[src/rtl/mem_ctrl.sv]
// Single-port word memory with byte-enable writes and registered reads.
// After every reset the whole array is cleared to zero before requests are accepted.
module mem_ctrl #(
  parameter int WIDTH      = 16,
  parameter int DEPTH      = 64,
  parameter int ADDR_WIDTH = 6,
  localparam int BE_WIDTH  = WIDTH / 8
) (
  input  logic                  clk_i,
  input  logic                  rst_i,
  input  logic                  req_i,
  input  logic                  we_i,
  input  logic [ADDR_WIDTH-1:0] addr_i,
  input  logic [WIDTH-1:0]      wdata_i,
  input  logic [BE_WIDTH-1:0]   be_i,
  output logic                  ready_o,
  output logic [WIDTH-1:0]      rdata_o,
  output logic                  rvalid_o,
  output logic                  err_o,
  output logic                  init_done_o
);

  localparam logic [0:0] INIT = 1'b0;
  localparam logic [0:0] RUN  = 1'b1;

  localparam logic [ADDR_WIDTH-1:0] LAST_ADDR = ADDR_WIDTH'(DEPTH - 1);
  localparam logic [ADDR_WIDTH:0]   DEPTH_EXT = (ADDR_WIDTH + 1)'(DEPTH);

  logic [WIDTH-1:0]      mem [DEPTH];
  logic [0:0]            state;
  logic [ADDR_WIDTH-1:0] cnt;
  logic                  in_range;
  logic                  accept;

  // One extra bit so DEPTH itself is representable when it equals 2**ADDR_WIDTH.
  assign in_range    = ({1'b0, addr_i} < DEPTH_EXT);
  assign accept      = req_i && (state == RUN);
  assign ready_o     = (state == RUN);
  assign init_done_o = (state == RUN);

  // Memory is never touched while reset is held; the clear runs only after release.
  always_ff @(posedge clk_i) begin
    if (rst_i) begin
      if (state == INIT) begin
        mem[cnt] <= '0;
      end else if (accept && we_i && in_range) begin
        for (int b = 0; b < BE_WIDTH; b++) begin
          if (be_i[b]) begin
            mem[addr_i][8*b +: 8] <= wdata_i[8*b +: 8];
          end
        end
      end
    end
  end

  always_ff @(posedge clk_i) begin
    if (!rst_i) begin
      state    <= INIT;
      cnt      <= '0;
      rdata_o  <= '0;
      rvalid_o <= 1'b0;
      err_o    <= 1'b0;
    end else begin
      rvalid_o <= 1'b0;
      err_o    <= 1'b0;
      case (state)
        INIT: begin
          if (cnt == LAST_ADDR) begin
            state <= RUN;
          end
          cnt <= cnt + 1'b1;
        end
        default: begin
          if (accept) begin
            err_o <= !in_range;
            // Out-of-range reads still complete, returning zero alongside the error.
            if (!we_i) begin
              rvalid_o <= 1'b1;
              if (in_range) begin
                rdata_o <= mem[addr_i];
              end else begin
                rdata_o <= '0;
              end
            end
          end
        end
      endcase
    end
  end

endmodule
[config.mk]
export PLATFORM = sky130hd
export DESIGN_NAME = mem_ctrl
export DESIGN_NICKNAME = d
export VERILOG_FILES = /design/src/rtl/mem_ctrl.sv
export SDC_FILE = /design/constraint.sdc
export NUM_CORES = 1
export LEC_CHECK = 0
export CORE_MARGIN = 8
export CORE_UTILIZATION = 30
export CTS_BUF_LIST = sky130_fd_sc_hd__clkbuf_16
export DETAILED_ROUTE_END_ITERATION = 10
export MAX_ROUTING_LAYER = met4
export SYNTH_ARGS = -nofsm -noshare
export SYNTH_HDL_FRONTEND = slang
export SYNTH_SLANG_ARGS = --single-unit
[constraint.sdc]
create_clock -name clk_i -period 8.2 [get_ports clk_i]
set_input_delay 1.64 -clock clk_i [delete_from_list [all_inputs] [get_ports clk_i]]
set_output_delay 1.64 -clock clk_i [all_outputs]
set_load 0.02 [all_outputs]
==> summary.md, run 1 <==
| Metric | Value |
|---|---|
| Die Height | 385 um |
| Layout cell share with drive strength beyond 1 | around 18% |
| Post-CTS Repair Setup Buffers | 0 |
| Headroom to the max-slew limit | 13.9% |
| Die W | ~380 um |
| Hold Crit Class | reg -> reg |
| Slew at the pin closest to its max-slew limit | 1.29 ns |
| Setup CP Type | in -> reg |
| Period utilization | 65.5% |
| Clock Tree Buf Depth | 3 |
| Row count | 135 |
| Synthesized cell area | 40800 um^2 |
| # DRC | 0 |
| TritonCTS clock tree | done |
| Final hold slack | 0.550 ns |
| Pwr dens | 227 nW/um^2 |
| Clock network power share | 41.6% |
| Peak supply drop | 171 uV |
| First-pass GRT wire length | 142000 um |
| Num CTS Buffers | between 90 and 100 |
| Io pins | 48 |
| Drt wl/cell | 24.9 um |
| Setup WS post-layout | 2.83 ns |
| CP Launch Type | primary input |
| RD Place Congestion | 0.805 |
| FFs w/ async S/R, synth | 0% |
| Pre-CTS setup slack | around 2.3 ns |
| Clk root buf | clkbuf_16 |
| Maximum operating frequency | roughly 190 MHz |
| Number of synthesized flops with an enable pin | between 1000 and 1500 |
| Cells after Synth | between 2000 and 2500 |
| Syn. warnings | 0 |
| Clock Sink Count | 1048 |
| Placed inst area | 43100 um^2 |
| Gr ovfl total | 0 |
| Core ar. | around 140000 um^2 |
| Hold Violations, Final | 0 |
| Post-route ant nets | 0 |
| Post-DP HPWL | 60600 um |
| Pre-antenna DRT Iters | 6 |
| Clock-pin slew on the worst setup and hold paths | 0.06 ns |
| Lkg Pwr | 16.2 nW |
| Number of global-route vias before repair | a little over 20000 |
| Largest net degree at the start of global routing | 98 |
| WP data arrival | 5.64 ns |
| Commonest non-fill, non-tap cell in the layout | edfxtp_1 |
| Synthesized Nets | approximately 2100 |
| Port bufs | 46 |
| P_int | 8.38 mW |
| Sequential Power Share | 55.6% |
| Area Overhead vs Synth | 13.2% |
| Vias | 19900 |
| #FFs+latches synth | between 1000 and 1500 |
| DRT iter0 DRCs | ~1800 |
| Most used DFF post-synth | edfxtp_1 |
| Max Cap Violations | 0 |
| Post-CTS sizing | 0 |
| Antenna violations before repair | 1 |
| Mean Syn Cell Area | 20.1 um^2 |
| Critical Path Fanout Max | 18 |
| Sequential fraction of the synthesis area | 76.6% |
| Sw frac | 19.9% |
| Max-slew violation count | 0 |
| Commonest cells after routing, fill and taps aside | edfxtp_1 (1024), mux4_2 (184), mux2i_1 (155), nor2_1 (144), a22oi_1 (112) |
| Logic pwr share | 2.9% |
| Vias per inst | between 5 and 6 |
| Tot Pwr | around 10 mW |
| Cell variety after synth | between 40 and 50 |
| Switching Power | 2.08 mW |
| H-tree levels | 3 |
| Status | complete, no violations |
| Die area | 148000 um^2 |
| Post-Layout Inst Area | 46100 um^2 |
| RSZ-0062 raised after global routing | no |
| Wirelength, routed | 97700 um |
| Final net count | 2099 |
| Cts hold-fix bufs | 0 |
| Skew-Pair Late Insertion Delay | between 0.6 and 0.7 ns |
| Setup crit end kind | flip-flop |
| Skew final | 0.0289 ns |
| Initial core utilization | 30.2% |
| CP required | 8.47 ns |
| Overall Global Routing Usage | between 10% and 20% |
| Final setup fails | 0 |
| Final min period | 5.37 ns |
| Final TNS setup | 0 ns |
[metrics by stage]
stage / utilization (%) / std cells
5_1_grt: 34.1 / 3926
2_1_floorplan: - / 2024
3_3_place_gp: 31.9 / 3753
3_5_place_dp: 31.9 / 3753
4_1_cts: 34.1 / 3925
6_report: 34.1 / 3928
[registers in the layout, summed over array words and instances, names as in the netlist]
signal and cells:
cnt 6, init_done_o 1, mem 1024, rdata_o 16
rvalid_o 1
[layer usage]
metal / vias to the layer above / routed length, um / track usage (%)
li1: 8454 / - / -
met1: 10500 / 39300 / 16.5
met2: 843 / 48200 / 21.6
met3: 173 / 7190 / 3.15
met4: 0 / 2950 / 4.09
met5: - / 0 / -
[cell families (layout without fill, tap and decap cells)]
kind of cell	after synthesis	after routing	synth area share, %
AOI/OAI and AO/OA	204	204	3.79
xor gates and xnor gates	4	4	0.0860
adders and majority gates	1	1	0.0307
buffers and inverters	122	242	1.57
DFF	1048	1048	76.6
muxes	348	348	14.5
other	1	4	0.00920
and+or+nand+nor	296	296	3.38
[synthesized netlist by cell type, types with 3 or more instances]
| master | count | area (um^2) |
|---|---|---|
| nand2_1 | 30 | 113 |
| mux4_1 | 8 | 210 |
| edfxtp_1 | 1024 | 30700 |
| a22oi_1 | 112 | 841 |
| nor2b_1 | 5 | 31.3 |
| mux4_2 | 184 | 4140 |
| buf_4 | 13 | 97.6 |
| clkbuf_1 | 54 | 203 |
| buf_1 | 11 | 41.3 |
| and2_1 | 19 | 119 |
| nand3b_1 | 6 | 45.0 |
| a21oi_1 | 22 | 110 |
| inv_1 | 4 | 15.0 |
| a31oi_1 | 18 | 113 |
| a221oi_2 | 8 | 120 |
| nor3_1 | 4 | 20.0 |
| a22o_1 | 16 | 140 |
| a221oi_1 | 8 | 70.1 |
| mux2i_1 | 155 | 1550 |
| nand3_1 | 45 | 225 |
| nand2b_1 | 9 | 56.3 |
| or3_1 | 17 | 106 |
| buf_6 | 9 | 101 |
| o211ai_1 | 16 | 120 |
| buf_2 | 28 | 140 |
| xor2_1 | 3 | 26.3 |
| nor2_1 | 147 | 552 |
| dfxtp_1 | 24 | 480 |
[critical path, cell delays in order]
cell	delay, ns
clkdlybuf4s50_1	0.57
nand4_1	0.16
nor2_2	0.84
mux2i_1	0.69
nand3_1	0.86
nor2_1	0.86
[power groups by stage]
stage	combinational [mW]	clock, mW	sequential, mW
after floorplan	0.215	0	5.92
after global placement	0.299	0	5.92
after detailed placement	0.303	0	5.92
after CTS	0.304	4.40	5.81
after global routing	0.320	4.60	5.81
final	0.302	4.35	5.81
[final cells by class]
cell class | instances | area [um^2]
clock inverters | 75 | 606
fillers | 12500 | 89000
flip-flops and latches | 1048 | 31200
repair buffers | 65 | 632
inverters | 5 | 18.8
well taps | 1781 | 2230
multi-input cells | 854 | 8990
clock buffers | 97 | 2430
diodes | 3 | 7.51
[final timing paths]
path,cells past startpoint,endpoint,slack [ns],startpoint
max,6,mem[54][2],2.83,req_i
min,2,cnt[5],0.55,cnt[5]
max reg2reg,5,mem[54][2],3.71,init_done_o
min reg2reg,2,cnt[5],0.55,cnt[5]
(Power assumes the default switching activity.)
==> run 2, diff against run 1 <==
Clock period 8.2 ns to 5.5 ns, I/O delays scaled along.
==> summary.md, run 2 (synthesis results as in run 1) <==
| Metric | Value |
|---|---|
| Layout cell share with drive strength beyond 1 | 22.9% (+5.2 points) |
| Hold Violations, Final | 0 (unchanged) |
| Inst Count DP | 3880 (+3.4%) |
| First-pass GRT wire length | 143000 um (+0.93%) |
| WP buf/inv | 2 (+1) |
| Vias per inst | 5.00 (-1.6%) |
| R2r setup slk | 1.82 ns (-1.89 ns) |
| Final TNS setup | 0 ns (unchanged) |
| Row count | 135 (unchanged) |
| H-tree levels | 3 (unchanged) |
| Hold Crit Class | reg -> reg |
| Skew final | 0.0304 ns (+0.00142 ns) |
| Setup CP Type | in -> reg |
| # DRC | 0 (unchanged) |
| RSZ-0062 raised after global routing | no |
| Io pins | 48 (unchanged) |
| Area Overhead vs Synth | 16.1% |
| Final setup fails | 0 (unchanged) |
| Post-DP HPWL | 60800 um (+0.43%) |
| Port bufs | 46 (unchanged) |
| Wirelength, routed | 97200 um (-0.43%) |
| RD Place Congestion | 0.882 (+9.7%) |
| Max reg flops | 1024 (unchanged) |
| Worst path slowest cell | nor2_1 |
| Pre-CTS setup slack | 0.920 ns (-1.34 ns) |
| Post-CTS Repair Setup Buffers | 0 (unchanged) |
| Die Height | 385 um (unchanged) |
| CP required | 5.77 ns (-2.70 ns) |
| Top reg by flops | mem |
| Post-CTS sizing | 0 (unchanged) |
| Die W | 385 um (unchanged) |
| Finished Layout Cells | 4067 (+3.5%) |
| Period utilization | between 70% and 80% |
| Vias | 20300 (+1.9%) |
| Drt wl/cell | 23.9 um (-3.8%) |
| Switching Power | 3.20 mW (+54%) |
| Initial core utilization | 30.2% (unchanged) |
| CP Launch Type | primary input |
| Clk root buf | clkbuf_16 |
| Cell Chain, Critical Path | clkdlybuf4s50_1 -> nand4_1 -> nor2_2 -> buf_4 -> mux2i_1 -> nand3_1 -> nor2_1 |
| Maximum operating frequency | ~250 MHz |
| Regs by FF count | mem (1024), rdata_o (16), cnt (6) |
| P_int | 12.7 mW (+52%) |
| Peak supply drop | 275 uV (+61%) |
| Clock Tree Buf Depth | 3 (unchanged) |
| Crit path max-delay family | simple AND/OR/NAND/NOR gates |
| Status | complete, no violations |
| WP data arrival | 4.23 ns (-1.41 ns) |
| DR top layer | met4 |
| Setup crit end kind | flip-flop |
| Overall Global Routing Usage | 13.2% (-0.058 points) |
| Logic pwr share | 3.0% (about the same) |
| Pwr dens | 336 nW/um^2 (+48%) |
| Cts hold-fix bufs | 0 (unchanged) |
| Gr ovfl total | 0 (unchanged) |
| Skew-Pair Late Insertion Delay | 0.66 ns (about the same) |
| Final hold slack | 0.541 ns (-0.00968 ns) |
| Die area | 148000 um^2 (unchanged) |
| Core ar. | 135000 um^2 (unchanged) |
| Slew at the pin closest to its max-slew limit | 1.34 ns (+0.0486 ns) |
| Final net count | 2227 (+6.1%) |
| DRT iter0 DRCs | 2110 (+14%) |
| Met2 WL | 48900 um (+1.3%) |
| TritonCTS clock tree | done |
| Met1 wire length | 39000 um (-0.65%) |
| Met3 wire length | 6850 um (-4.8%) |
| Post-route ant nets | 0 (unchanged) |
| Clock-pin slew on the worst setup and hold paths | 0.07 ns (about the same) |
| Commonest non-fill, non-tap cell in the layout | edfxtp_1 |
| Headroom to the max-slew limit | 11.0% (-2.9 points) |
| Num CTS Buffers | 97 (+1.0%) |
| Antenna violations before repair | 4 (+3) |
| Number of global-route vias before repair | 21000 (+4.1%) |
| Sw frac | 20.2% (+0.24 points) |
| Clock network power share | 42.6% (+1.0 points) |
| Max-slew violation count | 0 (unchanged) |
| Final min period | 3.96 ns |
| Slowest stage delay, CP | 0.76 ns (-0.10 ns) |
| Lkg Pwr | 16.9 nW (+4.6%) |
| Sequential Power Share | 54.5% (-1.1 points) |
| Largest net degree at the start of global routing | 127 (+30%) |
| Max Cap Violations | 0 (unchanged) |
| Clock Sink Count | 1048 (unchanged) |
| Pre-antenna DRT Iters | 5 (-1) |
| Commonest cells after routing, fill and taps aside | edfxtp_1 (1024), mux4_2 (184), mux2i_1 (155), nor2_1 (145), buf_4 (139) |
| Setup WS post-layout | 1.54 ns (-1.29 ns) |
| Critical Path Fanout Max | 20 (+2) |
==> run 2: worst register-to-register path, stage by stage, from the launching register on <==
cell and delay, ns:
dfxtp_1 0.66, nand4_1 0.23, nor2_2 0.53, buf_4 0.39, mux2i_1 0.27, nand3_1 0.43, nor2_1 0.77
==> run 2: path summary, 6_finish.rpt <==
path,end,from,cells after the start
max,mem[57][10],req_i,7
min,cnt[5],cnt[5],2
max reg2reg,mem[57][10],init_done_o,6
min reg2reg,cnt[5],cnt[5],2
==> run 2: power by group through the flow <==
stage	logic (mW)	clock network [mW]	registers (mW)
2_1_floorplan	0.321	0	8.83
3_3_place_gp	0.465	0	8.83
3_5_place_dp	0.472	0	8.83
4_1_cts	0.473	6.89	8.66
5_1_grt	0.495	7.16	8.66
6_report	0.470	6.77	8.66
==> run 2: metal layers <==
metal / global-route usage [%] / vias up
met2: 22.1 / 827
met3: 2.21 / 171
met1: 16.7 / 10600
met4: 3.85 / 0
met5: - / -
li1: - / 8719
==> run 2: per-stage QoR <==
step	power (mW)	utilization, %	cell area [um^2]
CTS	16.0	35.0	47300
finish	15.9	35.0	47300
global placement	9.30	32.6	44100
floorplan	9.15	-	40800
detailed placement	9.30	32.6	44100
global route	16.3	35.0	47300
==> run 2: area by class of cell <==
cell class	count	area (um^2)
Antenna cell	5	12.5
Clock buffer	101	2530
Clock inverter	81	702
Fill cell	12500	87800
Inverter	5	18.8
Multi-Input combinational cell	854	8960
Sequential cell	1048	31200
Tap cell	1781	2230
Timing Repair Buffer	192	1650
